File: src/rtl/uart_pkg.sv
// rtl/uart_pkg.sv - shared types and constants for the UART receiver
package uart_pkg;

    typedef enum logic [2:0] {
        ST_IDLE,
        ST_START,
        ST_DATA,
        ST_PARITY,
        ST_STOP
    } rx_state_e;

    localparam int PAR_NONE = 0;
    localparam int PAR_ODD  = 1;
    localparam int PAR_EVEN = 2;

    localparam int DEFAULT_CLKS_PER_BIT = 434;

    function automatic logic majority3(input logic a, input logic b, input logic c);
        return (a & b) | (a & c) | (b & c);
    endfunction

endpackage

File: src/rtl/uart_baud_gen.sv
// rtl/uart_baud_gen.sv - per-bit counter with mid-bit sample strobes and bit-end strobe
module uart_baud_gen
    import uart_pkg::*;
#(
    parameter int CLKS_PER_BIT = DEFAULT_CLKS_PER_BIT
) (
    input  logic sysclk,
    input  logic rst_n,
    input  logic clr,
    output logic samp_pre,
    output logic samp_mid,
    output logic samp_post,
    output logic bit_end
);

    localparam int CW = $clog2(CLKS_PER_BIT);
    localparam int H  = CLKS_PER_BIT / 2;

    localparam logic [CW-1:0] CNT_PRE  = CW'(H - 1);
    localparam logic [CW-1:0] CNT_MID  = CW'(H);
    localparam logic [CW-1:0] CNT_POST = CW'(H + 1);
    localparam logic [CW-1:0] CNT_LAST = CW'(CLKS_PER_BIT - 1);

    logic [CW-1:0] cnt_q;
    logic [CW-1:0] cnt_d;

    always_comb begin
        bit_end   = (cnt_q == CNT_LAST);
        samp_pre  = (cnt_q == CNT_PRE);
        samp_mid  = (cnt_q == CNT_MID);
        samp_post = (cnt_q == CNT_POST);
        cnt_d     = cnt_q + 1'b1;
        if (clr || bit_end) begin
            cnt_d = '0;
        end
    end

    always_ff @(posedge sysclk) begin
        if (!rst_n) begin
            cnt_q <= '0;
        end else begin
            cnt_q <= cnt_d;
        end
    end

endmodule

File: src/rtl/uart_rx_core.sv
// rtl/uart_rx_core.sv - UART receiver: synchroniser, frame FSM, shift and error checks
module uart_rx_core
    import uart_pkg::*;
#(
    parameter int CLKS_PER_BIT = DEFAULT_CLKS_PER_BIT,
    parameter int DATA_BITS    = 8,
    parameter int PARITY       = PAR_NONE,
    parameter int STOP_BITS    = 1
) (
    input  logic                 sysclk,
    input  logic                 rst_n,
    input  logic                 rx,
    input  logic                 rx_en_sig,
    output logic [DATA_BITS-1:0] rx_data,
    output logic                 rx_done_sig,
    output logic                 parity_err,
    output logic                 frame_err,
    output logic                 busy
);

    localparam logic [3:0] IDX_DATA_LAST = 4'(DATA_BITS - 1);
    localparam logic [3:0] IDX_STOP_LAST = 4'(STOP_BITS - 1);

    logic sync1_q, sync1_d;
    logic sync2_q, sync2_d;
    logic sync3_q, sync3_d;
    logic rx_s, rx_fall;

    rx_state_e state_q, state_d;
    logic [3:0]           bit_idx_q, bit_idx_d;
    logic [DATA_BITS-1:0] shift_q, shift_d;
    logic                 samp0_q, samp0_d;
    logic                 samp1_q, samp1_d;
    logic                 par_pend_q, par_pend_d;
    logic                 stop_err_q, stop_err_d;
    logic [DATA_BITS-1:0] rx_data_q, rx_data_d;
    logic                 parity_err_q, parity_err_d;
    logic                 frame_err_q, frame_err_d;
    logic                 done_q, done_d;

    logic cnt_clr;
    logic samp_pre, samp_mid, samp_post, bit_end;
    logic maj;
    logic par_x;

    uart_baud_gen #(
        .CLKS_PER_BIT(CLKS_PER_BIT)
    ) u_baud (
        .sysclk   (sysclk),
        .rst_n    (rst_n),
        .clr      (cnt_clr),
        .samp_pre (samp_pre),
        .samp_mid (samp_mid),
        .samp_post(samp_post),
        .bit_end  (bit_end)
    );

    assign rx_s    = sync2_q;
    assign rx_fall = sync3_q & ~sync2_q;

    always_comb begin
        sync1_d      = rx;
        sync2_d      = sync1_q;
        sync3_d      = sync2_q;
        state_d      = state_q;
        bit_idx_d    = bit_idx_q;
        shift_d      = shift_q;
        par_pend_d   = par_pend_q;
        stop_err_d   = stop_err_q;
        rx_data_d    = rx_data_q;
        parity_err_d = parity_err_q;
        frame_err_d  = frame_err_q;
        done_d       = 1'b0;
        par_x        = 1'b0;
        // Counter sits at zero in IDLE so every frame starts counting from the start edge.
        cnt_clr      = (state_q == ST_IDLE);
        samp0_d      = samp_pre ? rx_s : samp0_q;
        samp1_d      = samp_mid ? rx_s : samp1_q;
        maj          = majority3(samp0_q, samp1_q, rx_s);

        case (state_q)
            ST_IDLE: begin
                if (rx_fall && rx_en_sig) begin
                    state_d    = ST_START;
                    bit_idx_d  = '0;
                    par_pend_d = 1'b0;
                    stop_err_d = 1'b0;
                end
            end
            ST_START: begin
                if (samp_post && maj) begin
                    state_d = ST_IDLE;
                end else if (bit_end) begin
                    state_d = ST_DATA;
                end
            end
            ST_DATA: begin
                if (samp_post) begin
                    shift_d = {maj, shift_q[DATA_BITS-1:1]};
                end
                if (bit_end) begin
                    if (bit_idx_q == IDX_DATA_LAST) begin
                        bit_idx_d = '0;
                        state_d   = (PARITY != PAR_NONE) ? ST_PARITY : ST_STOP;
                    end else begin
                        bit_idx_d = bit_idx_q + 1'b1;
                    end
                end
            end
            ST_PARITY: begin
                if (samp_post) begin
                    par_x      = (^shift_q) ^ maj;
                    par_pend_d = (PARITY == PAR_ODD) ? ~par_x : par_x;
                end
                if (bit_end) begin
                    state_d = ST_STOP;
                end
            end
            ST_STOP: begin
                if (samp_post) begin
                    if (!maj) begin
                        stop_err_d = 1'b1;
                    end
                    // Commit at mid-bit so a following start edge is never missed.
                    if (bit_idx_q == IDX_STOP_LAST) begin
                        rx_data_d    = shift_q;
                        parity_err_d = (PARITY != PAR_NONE) && par_pend_q;
                        frame_err_d  = stop_err_q | ~maj;
                        done_d       = 1'b1;
                        state_d      = ST_IDLE;
                    end
                end else if (bit_end) begin
                    bit_idx_d = bit_idx_q + 1'b1;
                end
            end
            default: state_d = ST_IDLE;
        endcase
    end

    always_ff @(posedge sysclk) begin
        if (!rst_n) begin
            sync1_q      <= 1'b1;
            sync2_q      <= 1'b1;
            sync3_q      <= 1'b1;
            state_q      <= ST_IDLE;
            bit_idx_q    <= '0;
            shift_q      <= '0;
            samp0_q      <= 1'b1;
            samp1_q      <= 1'b1;
            par_pend_q   <= 1'b0;
            stop_err_q   <= 1'b0;
            rx_data_q    <= '0;
            parity_err_q <= 1'b0;
            frame_err_q  <= 1'b0;
            done_q       <= 1'b0;
        end else begin
            sync1_q      <= sync1_d;
            sync2_q      <= sync2_d;
            sync3_q      <= sync3_d;
            state_q      <= state_d;
            bit_idx_q    <= bit_idx_d;
            shift_q      <= shift_d;
            samp0_q      <= samp0_d;
            samp1_q      <= samp1_d;
            par_pend_q   <= par_pend_d;
            stop_err_q   <= stop_err_d;
            rx_data_q    <= rx_data_d;
            parity_err_q <= parity_err_d;
            frame_err_q  <= frame_err_d;
            done_q       <= done_d;
        end
    end

    assign rx_data     = rx_data_q;
    assign rx_done_sig = done_q;
    assign parity_err  = parity_err_q;
    assign frame_err   = frame_err_q;
    assign busy        = (state_q != ST_IDLE);

endmodule

File: config.mk
export PLATFORM = sky130hd
export DESIGN_NAME = uart_rx_core
export DESIGN_NICKNAME = d
export VERILOG_FILES = /design/src/rtl/uart_pkg.sv /design/src/rtl/uart_baud_gen.sv /design/src/rtl/uart_rx_core.sv
export SDC_FILE = /design/constraint.sdc
export NUM_CORES = 1
export LEC_CHECK = 0
export ABC_AREA = 1
export CORE_ASPECT_RATIO = 1.5
export CORE_UTILIZATION = 61
export DETAILED_ROUTE_END_ITERATION = 8
export PLACE_DENSITY = 0.85
export RECOVER_POWER = 50
export SLEW_MARGIN = 10
export SYNTH_ARGS = -nofsm -noshare
export SYNTH_HDL_FRONTEND = slang
export SYNTH_HIERARCHICAL = 1
export SYNTH_SLANG_ARGS = --single-unit
File: constraint.sdc
create_clock -name sysclk -period 4.35 [get_ports sysclk]
set_clock_uncertainty 0.05 [all_clocks]
set_input_delay 0.435 -clock sysclk [delete_from_list [all_inputs] [get_ports sysclk]]
set_output_delay 0.435 -clock sysclk [all_outputs]
set_load 0.01 [all_outputs]
==> summary.md <==
| Metric | Value |
|---|---|
| Worst Tran Pin Value | `0.6483 ns` |
| Antenna-violating nets left | `0` |
| Slowest stage delay, CP | `0.50 ns` |
| Startpoint Class | `register` |
| Largest net degree at the start of global routing | `23` |
| Total CTS buffers | `5` |
| Max Root-Sink Buffers | `2` |
| Mapped Area | `1877 um^2` |
| PortBufs | `14` |
| Async S/R FF share, synth | `0` |
| Clock latency on the worst-skew pair | `0.30 ns` |
| Mapped Nets | `271` |
| Worst vdd ir | `0.3354 mV` |
| Worst path slowest cell | `nor2_1` |
| Status | `completed` |
| GRT overflow | `0` |
| Fin crit share | `0.5170` |
| Vias in the first global route | `1591` |
| Dominant synthesized flop cell | `dfxtp_1` |
| Cell-internal power | `0.5940 mW` |
| Total Power | `0.8992 mW` |
| Die Y | `69.94 um` |
| CTS tree | `yes` |
| Most common library cells after synthesis | `55 x nand2_1, 48 x nor2_1, 40 x dfxtp_1, 21 x inv_1, 21 x o21ai_0` |
| Sw Ratio | `0.3394` |
| Crit Path Category | `register to register` |
| First-pass GRT wire length | `6272 um` |
| Switch Pwr | `0.3052 mW` |
| Number of nets in the layout | `289` |
| Max-slew headroom | `0.5664` |
| Leakage Power | `0.9555 nW` |
| Setup bufs post-CTS | `0` |
| Critical Path End Type | `register` |
| Count leader, synth | `nand2_1` |
| Cell Chain, Critical Path | `inv_1, ha_1, nor3b_1, inv_1, nor2_1, inv_2, nor2_1, nor2_1` |
| Crit path top cell by count | `nor2_1` |
| Dpl hpwl | `2615 um` |
| Clock power frac | `0.292` |
| Vias | `1616` |
| Vias/cell | `5.066` |
| Synth top area cells | `dfxtp_1 43%, nand2_1 11%, nor2_1 9.6%` |
| Pwr dens | `423.5 nW/um^2` |
| Clock root cell | `clkbuf_8` |
| Fin crit period | `2.249 ns` |
| HP Class | `register to register` |
| Busiest grt layer | `met2` |
| RSZ-0062 raised after global routing | `false` |
| Initial core utilization | `0.6443` |
| Worst EP arrival | `2.39 ns` |
| Final Hold Fails | `0` |
| Max Clock Freq | `0.4446 GHz` |
| Initial DRC count | `40` |
| Htree depth | `2` |
| Io pins | `16` |
| Flop pwr share | `0.454` |
| P&R area growth vs syn | `13.13%` |
| DIE AREA | `3307 um^2` |
| Final slew viol count | `0` |
| Antenna Cells | `0` |
| Layout cell share with drive strength beyond 1 | `0.1214` |
| Routed WL | `3568 um` |
| Grt met3 use | `0.06718` |
| Clk slew on worst S/H paths | `0.08 ns` |
| Total GRT Usage | `0.2590` |
| Met1 GRT Util | `0.2838` |
| Core ar. | `2913 um^2` |
| Critical Path RT | `4.49 ns` |
| Comb pwr share | `0.254` |
| First-pass DRT Iterations | `4` |
| # DRC | `0` |
| Row count | `24` |
| Setup-failing EPs final | `0` |
| # fillers | `261` |
| GP Congestion | `0.8144` |
| Yosys reg bits | `40` |
| EDFF count, synth | `0` |
| Mean Syn Cell Area | `7.191 um^2` |
| Max Cap Violations | `0` |
| Met2 GRT Util | `0.4338` |
| Yosys top cell by area | `dfxtp_1` |
| Initial antenna violation count | `0` |
| Crit path max fanout | `10` |
| Setup TNS | `0 ns` |
| Post-CTS resize count | `0` |
| Clock sink total | `40` |
| Post-synthesis sequential area ratio | `0.4267` |
| Die Wd | `47.29 um` |
| Top cell type's share of synthesized area | `0.4267` |
| Hold_buf cts | `0` |
| WL per Instance | `11.18 um` |
| Gate count after technology mapping | `261` |
| Ys Warns | `6` |
| Synth unique cells | `30` |
-- final cells by class --
cell class | instances | area (um^2) | area share
multi-input cells | 187 | 920.9 | 0.4337
clock inverters | 2 | 13.76 | 0.006482
flip-flops and latches | 40 | 800.8 | 0.3771
well taps | 39 | 48.80 | 0.02298
clock buffers | 6 | 82.58 | 0.03889
repair buffers | 14 | 140.1 | 0.06600
inverters | 31 | 116.4 | 0.05480
-- through the flow --
stage / setup slack [ns] / area [um^2] / instances / util / hold WS [ns]
6_report: 2.101 / 2123 / 319 / 0.7290 / 0.3656
5_1_grt: 1.888 / 2123 / 319 / 0.7290 / 0.3725
4_1_cts: 2.095 / 2147 / 319 / 0.7371 / 0.3657
3_5_place_dp: 2.053 / 2051 / 311 / 0.7040 / 0.3552
3_3_place_gp: 2.051 / 2051 / 311 / 0.7040 / 0.3470
2_1_floorplan: 2.592 / 1877 / 261 / - / 0.3425
-- worst paths after layout --
path                                       from          to  slack [ns]  cells after the start
worst max-delay path            u_baud/cnt_q[0]  shift_q[3]        2.10                      8
worst max register to register  u_baud/cnt_q[0]  shift_q[3]        2.10                      8
worst min register to register          sync1_q        rx_s        0.37                      1
worst min-delay path                    sync1_q        rx_s        0.37                      1
-- worst max-delay path: cells and delay by family, from the launching register on --
family / cells / cell delay [ns]
AND/OR/NAND/NOR: 4 / 1.09
buffers and inverters: 3 / 0.48
flip-flops: 1 / 0.36
adder cells (fa/ha/maj): 1 / 0.16
-- state kept, by name, indices dropped and copies added (netlist names), 3 cells and up --
signal        count
bit_idx_q         4
rx_data           8
shift_q           8
state_q           3
u_baud/cnt_q      9
-- power by group through the flow --
stage	Clock [mW]	Sequential, mW	Combinational [mW]
global placement	0	0.418	0.231
detailed placement	0	0.418	0.236
global route	0.285	0.411	0.270
finish	0.263	0.408	0.229
CTS	0.271	0.409	0.239
floorplan	0	0.413	0.187
-- placed cells by master (no fill, tap or decap), types with 2 or more instances in the layout --
master / synthesis / final
a21oi_1: 10 / 11
inv_2: 9 / 9
clkdlybuf4s50_1: 0 / 3
nand3_1: 12 / 12
nand4_1: 3 / 3
xor2_1: 2 / 2
ha_1: 6 / 6
o21ai_0: 21 / 21
nand2_1: 55 / 56
nor3b_1: 3 / 3
nor3_1: 1 / 2
a21oi_2: 5 / 4
dfxtp_1: 40 / 40
dlygate4sd3_1: 0 / 11
or2_2: 2 / 2
nor2_1: 48 / 49
clkbuf_8: 0 / 6
nor2_2: 7 / 7
inv_1: 21 / 21
nand2_2: 2 / 2
-- routing by layer --
layer  share of wire  wire length, um  vias to the layer above
met4           0.025               90                        0
li1                -                -                      855
met5               0                0                        -
met3           0.028               99                       10
met1            0.42             1501                      725
met2            0.53             1876                       26
-- kinds of logic after synthesis --
kind of cell,count (synthesis),share of synthesized area
AO/OA/AOI/OAI,39,0.1167
AND/OR/NAND/NOR,138,0.3307
buffers and inverters,34,0.07000
flip-flops,40,0.4267
other,1,0.001998
XOR/XNOR,3,0.01400
adder cells (fa/ha/maj),6,0.04000
(Power assumes the default switching activity.)
